File: src/rtl/sdio_evt_pkg.sv
// Shared types and defaults for the SDIO toggle-encoded event crossing transmitter.
// Channel FSM encoding and default channel/counter sizing live here.
package sdio_evt_pkg;

   localparam int NUM_CH_DEF = 4;
   localparam int CNT_W_DEF  = 3;

   typedef enum logic {
      IDLE     = 1'b0,
      WAIT_ACK = 1'b1
   } evt_state_e;

endpackage

File: src/rtl/sdio_evt_tgl_ch.sv
// One event channel: turns sys_clk pulses into toggles on evt_tgl, waits for the
// far-domain echo, and queues events that arrive while a crossing is in flight.
module sdio_evt_tgl_ch
   import sdio_evt_pkg::*;
#(
   parameter int CNT_W = CNT_W_DEF
)
(
   input  logic             rst,
   input  logic             sys_clk,
   input  logic             evt_p,
   input  logic             flush,
   input  logic             ack_tgl,
   output logic             evt_tgl,
   output logic             busy,
   output logic             ovf_p,
   output logic [CNT_W-1:0] pend_cnt
);

   localparam logic [CNT_W-1:0] CNT_MAX = {CNT_W{1'b1}};
   localparam logic [CNT_W-1:0] CNT_ONE = {{(CNT_W-1){1'b0}}, 1'b1};

   evt_state_e       state_q, state_d;
   logic             tgl_q, tgl_d;
   logic [CNT_W-1:0] cnt_q, cnt_d;
   logic             ovf_q, ovf_d;
   logic             ack_s1_q, ack_s1_d;
   logic             ack_s2_q, ack_s2_d;
   logic             done;
   logic             evt_take;

   always_ff @(posedge sys_clk or posedge rst) begin
      if (rst) begin
         state_q  <= IDLE;
         tgl_q    <= 1'b0;
         cnt_q    <= '0;
         ovf_q    <= 1'b0;
         ack_s1_q <= 1'b0;
         ack_s2_q <= 1'b0;
      end else begin
         state_q  <= state_d;
         tgl_q    <= tgl_d;
         cnt_q    <= cnt_d;
         ovf_q    <= ovf_d;
         ack_s1_q <= ack_s1_d;
         ack_s2_q <= ack_s2_d;
      end
   end

   always_comb begin
      state_d  = state_q;
      tgl_d    = tgl_q;
      cnt_d    = cnt_q;
      ovf_d    = 1'b0;
      ack_s1_d = ack_tgl;
      ack_s2_d = ack_s1_q;
      // A flush discards a coincident event except when idle, where it issues directly.
      evt_take = evt_p && !flush;
      done     = (state_q == WAIT_ACK) && (ack_s2_q == tgl_q);

      unique case (state_q)
         IDLE: begin
            if (evt_p) begin
               tgl_d   = ~tgl_q;
               state_d = WAIT_ACK;
            end
         end
         WAIT_ACK: begin
            if (done) begin
               // A new event on the completion cycle replaces the queue pop, so the count holds.
               if (evt_take) begin
                  tgl_d = ~tgl_q;
               end else if (cnt_q != '0) begin
                  tgl_d = ~tgl_q;
                  cnt_d = cnt_q - CNT_ONE;
               end else begin
                  state_d = IDLE;
               end
            end else if (evt_take) begin
               if (cnt_q == CNT_MAX) begin
                  ovf_d = 1'b1;
               end else begin
                  cnt_d = cnt_q + CNT_ONE;
               end
            end
         end
         default: begin
            state_d = IDLE;
         end
      endcase

      // Flush only empties the queue; the toggle already on the wire is left to complete.
      if (flush) begin
         cnt_d = '0;
      end
   end

   assign evt_tgl  = tgl_q;
   assign busy     = (state_q == WAIT_ACK);
   assign ovf_p    = ovf_q;
   assign pend_cnt = cnt_q;

endmodule

File: src/rtl/sdio_evt_tgl_tx.sv
// Multi-channel sys_clk-side transmitter for toggle-encoded event crossings.
// Each channel is independent; pend_cnt is packed channel i at [i*CNT_W +: CNT_W].
module sdio_evt_tgl_tx
   import sdio_evt_pkg::*;
#(
   parameter int NUM_CH = NUM_CH_DEF,
   parameter int CNT_W  = CNT_W_DEF
)
(
   input  logic                    rst,
   input  logic                    sys_clk,
   input  logic [NUM_CH-1:0]       evt_p,
   input  logic [NUM_CH-1:0]       flush,
   input  logic [NUM_CH-1:0]       ack_tgl,
   output logic [NUM_CH-1:0]       evt_tgl,
   output logic [NUM_CH-1:0]       busy,
   output logic [NUM_CH-1:0]       ovf_p,
   output logic [NUM_CH*CNT_W-1:0] pend_cnt
);

   genvar gi;
   generate
      for (gi = 0; gi < NUM_CH; gi++) begin : g_ch
         sdio_evt_tgl_ch #(
            .CNT_W (CNT_W)
         ) u_ch (
            .rst      (rst),
            .sys_clk  (sys_clk),
            .evt_p    (evt_p[gi]),
            .flush    (flush[gi]),
            .ack_tgl  (ack_tgl[gi]),
            .evt_tgl  (evt_tgl[gi]),
            .busy     (busy[gi]),
            .ovf_p    (ovf_p[gi]),
            .pend_cnt (pend_cnt[gi*CNT_W +: CNT_W])
         );
      end
   endgenerate

endmodule
File: config.mk
export PLATFORM = sky130hd
export DESIGN_NAME = sdio_evt_tgl_tx
export DESIGN_NICKNAME = d
export VERILOG_FILES = /design/src/rtl/sdio_evt_pkg.sv /design/src/rtl/sdio_evt_tgl_ch.sv /design/src/rtl/sdio_evt_tgl_tx.sv
export SDC_FILE = /design/constraint.sdc
export NUM_CORES = 1
export LEC_CHECK = 0
export ABC_CLOCK_PERIOD_IN_PS = 4890
export BUFFER_PORTS_ARGS = -buffer_cell sky130_fd_sc_hd__buf_2
export CORE_MARGIN = 1
export CORE_UTILIZATION = 58
export CTS_BUF_LIST = sky130_fd_sc_hd__clkbuf_16
export CTS_CLUSTER_DIAMETER = 30
export DETAILED_ROUTE_END_ITERATION = 8
export PLACE_DENSITY = 0.85
export SYNTH_ARGS = -nofsm -noshare
export SYNTH_HDL_FRONTEND = slang
export SYNTH_SLANG_ARGS = --single-unit
export TNS_END_PERCENT = 20
File: constraint.sdc
create_clock -name sys_clk -period 4.89 [get_ports sys_clk]
set_input_delay 0.489 -clock sys_clk [delete_from_list [all_inputs] [get_ports sys_clk]]
set_output_delay 0.489 -clock sys_clk [all_outputs]
set_load 0.005 [all_outputs]
==> results of run 1 <==
## sequential cells by signal (all words and copies together), names as in the netlist
register and count:
g_ch.u_ch.busy 4, g_ch.u_ch.pend_cnt 12, g_ch.u_ch.evt_tgl 4, g_ch.u_ch.ack_s1_q 4, g_ch.u_ch.ovf_p 4, g_ch.u_ch.ack_s2_q 4
## critical path, delay by kind of cell (launching register included)
kind	cells	cell delay [ns]
and+or+nand+nor	2	0.62
muxes	1	0.33
DFF	1	0.45
xor gates and xnor gates	2	0.44
AOI/OAI and AO/OA	1	0.14
adders and majority gates	1	0.21
## worst paths after layout
| kind | startpoint | endpoint | slack, ns | cells after the start |
|---|---|---|---|---|
| worst max-delay path | g_ch[3].u_ch.evt_tgl | g_ch[3].u_ch.pend_cnt[2] | 2.58 | 7 |
| worst min-delay path | rst | g_ch[1].u_ch.pend_cnt[1] | 0.28 | 3 |
| worst max register to register | g_ch[3].u_ch.evt_tgl | g_ch[3].u_ch.pend_cnt[2] | 2.58 | 7 |
| worst min register to register | g_ch[3].u_ch.ack_s1_q | g_ch[3].u_ch.ack_s2_q | 0.35 | 0 |
| max in group asynchronous | rst | g_ch[3].u_ch.busy | 4.32 | 3 |
| min in group sys_clk | ack_tgl[1] | g_ch[1].u_ch.ack_s1_q | 0.32 | 1 |
## per-stage QoR
stage	utilization	total power, mW
floorplan	-	0.855
global placement	0.680	0.933
detailed placement	0.680	0.984
CTS	0.728	1.28
global route	0.728	1.37
finish	0.728	1.27
## Yosys cell counts, types with 2 or more instances
master / instances
a21bo_2: 2
a21o_1: 4
a21oi_1: 13
a22oi_2: 2
a31o_2: 2
a31oi_1: 2
buf_4: 12
dfrtp_1: 32
ha_1: 4
inv_1: 7
inv_2: 2
mux2_1: 2
mux2_2: 3
mux2i_1: 2
nand2_1: 17
nand3_1: 6
nand3b_1: 2
nand4_1: 3
nand4b_1: 3
nor2_1: 10
nor2b_1: 5
nor3_1: 7
o21a_1: 3
o21ai_0: 4
o22ai_1: 4
or4_1: 3
or4_4: 2
xnor2_1: 8
xor2_1: 5
## layout make-up
class | instances | share of cell area
clock inverters | 2 | 0.00602
inverters | 9 | 0.0163
well taps | 31 | 0.0187
repair buffers | 38 | 0.0928
clock buffers | 5 | 0.0602
multi-input cells | 129 | 0.420
flip-flops and latches | 32 | 0.386
## routing by layer
| layer | share of wire | GRT usage |
|---|---|---|
| met5 | 0 | 0 |
| met4 | 0.027 | 0.150 |
| met3 | 0.053 | 0.0826 |
| met2 | 0.53 | 0.429 |
| met1 | 0.39 | 0.275 |
## logic make-up after synthesis
logic type | Yosys count | share of synthesized area
AO/OA/AOI/OAI | 43 | 0.164
AND/OR/NAND/NOR | 62 | 0.187
XOR/XNOR | 13 | 0.0632
adder cells (fa/ha/maj) | 4 | 0.0278
buffers and inverters | 22 | 0.0715
flip-flops | 32 | 0.444
multiplexers | 7 | 0.0423
## where the power goes
group	switching [mW]	total [mW]	leakage, nW	internal (mW)
Combinational	0.265	0.525	0.527	0.260
Clock	0.104	0.287	0.0657	0.184
Sequential	0.121	0.458	0.403	0.336
==> flow_summary_export.csv, run 1 <==
group,metric,value,unit
hold_path,hold_path.class,"in -> async",
layout,seq_area,801,µm²
clock_tree,cts_buffers,5,
timing,drv_slew,0,
timing,whs,0.277,ns
clock_tree,post_cts_buffers,0,
clock_tree,clk_latency,0.28,ns
clock_tree,clock-sinks,32,
status,violations,"DRC",
global_routing,antenna_found_initial,0,
floorplanning,die_w,57.8,µm
layout,layout-drive-gt1-share,0.274,
routing,avgViaCountPerCell,6.07,
layout,final_common_cell,"buf_2",
clock_tree,cts_max_level,2,
routing,dr.first_iter.drc_count,145,
layout,area_delta_synth_final,15.2,%
floorplanning,initial_utilization,0.632,
placement,placed_area,0.00194,mm²
setup_path,path_class,"reg -> reg",
yosys,yosys.area.top_type,"dfrtp_1",
clock_tree,cts-root-buf,"clkbuf_16",
setup_path,start_kind,"register",
floorplanning,pin_count,38,
placement,place_inst,239,
power_and_ir_drop,ir_drop,412,µV
clock_tree,cts_resized,0,
power_and_ir_drop,power_density,612,mW/mm²
setup_path,path_cells,"xnor2_1 > nand2_1 > xnor2_1 > ha_1 > or4_1 > a22oi_2 > mux2_1",
timing,rsz0062_at_grt,"false",
yosys,synth_edf_count,0,
setup_path,cpMaxStageDelayCell,"or4_1",
global_routing,grt_pass1_vias,1413,
layout,multiInputGateArea,873,µm²
layout,fill_cells,208,
placement,dp_hpwl,2770,µm
power_and_ir_drop,leakage,0.996,nW
yosys,yosysTopAreaCellShare,0.444,
flow_run,maxCapViolCount,0,
yosys,syn_area,0.00180,mm²
routing,dr_total_vias,1494,
timing,slew-limit-headroom,0.610,
yosys,yosys-top-cells-area,"dfrtp_1, buf_4, xnor2_1, a21oi_1, nand2_1",
setup_path,cpPeakStageDelay,0.51,ns
clock_tree,ctsHoldBuffers,0,
timing,max_slew.worst_pin.slew,0.571,ns
setup_path,cp_data_arrival_time,2.47,ns
timing,setup-violations-final,0,
yosys,ys_seq_area_frac,0.444,
routing,first_pass_iters,7,
global_routing,grt-ovfl-total,0,
yosys,syn_nets,201,
global_routing,grt_max_degree,33,
setup_path,required,5.05,ns
clock_tree,cts_tree,"yes",
global_routing,grt.total_usage,0.252,
timing,final.period_utilization,0.472,
clock_tree,max-clock-path-buffers,2,
floorplanning,core_area,0.00285,mm²
floorplanning,fp.dieH,57.8,µm
timing,period_minus_slack,2.31,ns
timing,setup_ws,2.58,ns
layout,mostFrequentLayoutCells,"buf_2, dfrtp_1, nand2_1, a21oi_1, nor2_1",
setup_path,cp-end-kind,"register",
routing,routedWlPerCell,15.1,µm
layout,antenna_cells,0,
setup_path,critPathMaxFanout,6,
floorplanning,num_rows,19,
floorplanning,die_area,0.00334,mm²
timing,fmax,0.433,GHz
setup_path,crit_top_cell,"xnor2_1",
routing,wl,3710,µm
layout,fin_cells,246,
yosys,ys.flop_type,"dfrtp_1",
clock_tree,path_clk_slew,0.05,ns
placement,post-place-ws,2.63,ns
routing,drc,2,
status,status,"finished with violations",
timing,finalHoldViolations,0,
layout,finalInstanceArea,0.00208,mm²
yosys,synthCells,183,
yosys,synth-seq-cells,32,
yosys,ys_types,41,
routing,drtAntennaViolNets,0,
placement,io_buffers,37,
layout,nNetsFinal,233,
timing,fin_skew,0.00527,ns
global_routing,grt_pass1_wl,6180,µm
timing,finalSetupTns,0,ns
yosys,syn_avg_cell_area,9.85,µm²
yosys,synth-async-reset-ratio,1.00,
placement,place.gp.congestion,0.843,
yosys,synth-warning-count,0,
No activity file was read; power rests on OpenSTA's default activity.
==> inputs of run 2 (changes only) <==
Settings changed: ABC_CLOCK_PERIOD_IN_PS 4890 to 1900, CORE_UTILIZATION 58 to 49, PLACE_DENSITY 0.85 to 0.77.
Clock period 4.89 ns to 1.9 ns, I/O delays scaled along.
==> flow_summary_export.csv, run 2 (synthesis results as in run 1) <==
group,metric,value,unit
global_routing,grt_pass1_wl,6320,µm
layout,post-route-util,0.697,
clock_tree,cts_buffers,5,
clock_tree,max-clock-path-buffers,2,
setup_path,crit_start,"g_ch[2].u_ch.evt_tgl",
clock_tree,cts_max_level,2,
floorplanning,num_rows,21,
setup_path,cp_data_arrival_time,2.23,ns
global_routing,grt_max_degree,20,
setup_path,reg2reg_depth,7,
status,status,"finished with violations",
floorplanning,die_w,62.7,µm
routing,first_pass_iters,4,
floorplanning,pin_count,38,
layout,final_common_cell,"buf_2",
setup_path,path_class,"reg -> reg",
power_and_ir_drop,power_density,1550,mW/mm²
routing,routedWlPerCell,13.0,µm
layout,mostFrequentLayoutCells,"buf_2, dfrtp_1, buf_4, nand2_1, a21oi_1",
clock_tree,cts-root-buf,"clkbuf_16",
setup_path,r2r_start,"g_ch[2].u_ch.evt_tgl",
timing,max_slew.worst_pin.slew,0.652,ns
clock_tree,path_clk_slew,0.05,ns
layout,seq_area,803,µm²
timing,setup-violations-final,4,
setup_path,cpMaxStageDelayCell,"or4_4",
clock_tree,clock-sinks,32,
floorplanning,fp.dieH,62.7,µm
placement,place.gp.congestion,0.853,
timing,whs,0.0255,ns
routing,avgViaCountPerCell,5.33,
layout,area_delta_synth_final,33.0,%
layout,fill_cells,267,
timing,setup_ws,-0.177,ns
placement,dp_hpwl,2740,µm
timing,final.period_utilization,1.09,
global_routing,grt.total_usage,0.205,
routing,dr_total_vias,1550,
layout,antenna_cells,0,
timing,slew-limit-headroom,0.554,
routing,dr.first_iter.drc_count,65,
setup_path,critPathMaxFanout,2,
setup_path,start_kind,"register",
global_routing,grt_pass1_vias,1481,
floorplanning,die_area,0.00393,mm²
routing,drtAntennaViolNets,0,
timing,period_minus_slack,2.08,ns
clock_tree,cts_tree,"yes",
status,violations,"setup timing",
setup_path,path_cells,"xnor2_2 > nand2_1 > xnor2_1 > ha_2 > or4_4 > a22oi_2 > mux2_4",
setup_path,required,2.05,ns
placement,io_buffers,37,
hold_path,min_from,"ack_tgl[0]",
hold_path,holdPathStages,1,
floorplanning,initial_utilization,0.524,
flow_run,maxCapViolCount,0,
global_routing,antenna_found_initial,0,
setup_path,cpPeakStageDelay,0.48,ns
timing,drv_slew,0,
setup_path,cp-end-kind,"register",
routing,drc,0,
power_and_ir_drop,leakage,1.16,nW
clock_tree,clk_latency,0.27,ns
layout,layout-drive-gt1-share,0.408,
timing,fin_skew,0.00775,ns
timing,rsz0062_at_grt,"true",
power_and_ir_drop,ir_drop,875,µV
layout,nNetsFinal,262,
timing,finalHoldViolations,0,
hold_path,hold_path.class,"in -> reg",
routing,wl,3790,µm
layout,largest_reg_flops,12,
global_routing,grt-ovfl-total,0,
floorplanning,core_area,0.00344,mm²
timing,fmax,0.481,GHz
layout,multiInputGateArea,942,µm²
==> run 2: repair_timing <==
item,CTS,global route
pin swaps,3,7
endpoints found under the hold margin,13,0
cloned,0,0
hold buffers,1,0
gates resized for setup,6,7
setup buffers,1,0
setup endpoints to repair,4,5
==> run 2: per-layer routing <==
| layer | up-vias | GRT usage | part of all wire |
|---|---|---|---|
| li1 | 771 | - | - |
| met1 | 728 | 0.246 | 0.45 |
| met2 | 43 | 0.356 | 0.49 |
| met3 | 8 | 0.0456 | 0.040 |
| met4 | 0 | 0.0756 | 0.013 |
| met5 | - | 0 | 0 |
==> run 2: path summary, 6_finish.rpt <==
kind,endpoint,slack (ns)
max,g_ch[2].u_ch.pend_cnt[2],-0.18
min,g_ch[0].u_ch.ack_s1_q,0.03
max reg2reg,g_ch[2].u_ch.pend_cnt[2],-0.18
min reg2reg,g_ch[3].u_ch.ack_s2_q,0.34
max in group asynchronous,g_ch[3].u_ch.pend_cnt[0],0.88
min in group asynchronous,g_ch[2].u_ch.ack_s2_q,0.52
==> run 2: stage by stage <==
stage	setup WS (ns)	instances	total power [mW]	TNS, ns	area (µm²)
final	-0.177	291	3.72	-0.504	2400
after global routing	-0.240	291	4.01	-0.787	2400
after CTS	-0.168	291	3.67	-0.533	2370
after detailed placement	-0.184	281	2.87	-0.537	2190
after global placement	-0.125	281	2.82	-0.360	2190
after floorplan	-0.142	183	2.23	-0.510	1820
==> run 2: worst max-delay path, delay by kind of cell (launching register included) <==
kind                       cells  cell delay (ns)
muxes                          1             0.31
DFF                            1             0.42
and+or+nand+nor                2             0.57
adders and majority gates      1             0.18
AOI/OAI and AO/OA              1             0.15
xor gates and xnor gates       2             0.32
==> run 2: where the power goes <==
group / internal, mW / switching (mW)
clock: 0.468 / 0.249
combinational: 1.05 / 0.897
sequential: 0.871 / 0.188
total: 2.39 / 1.33
==> run 2: area by class of cell <==
class | instances | area share
multi-input cells | 129 | 0.393
flip-flops and latches | 32 | 0.335
repair buffers | 67 | 0.177
clock buffers | 5 | 0.0522
well taps | 46 | 0.0240
inverters | 9 | 0.0141
clock inverters | 3 | 0.00469
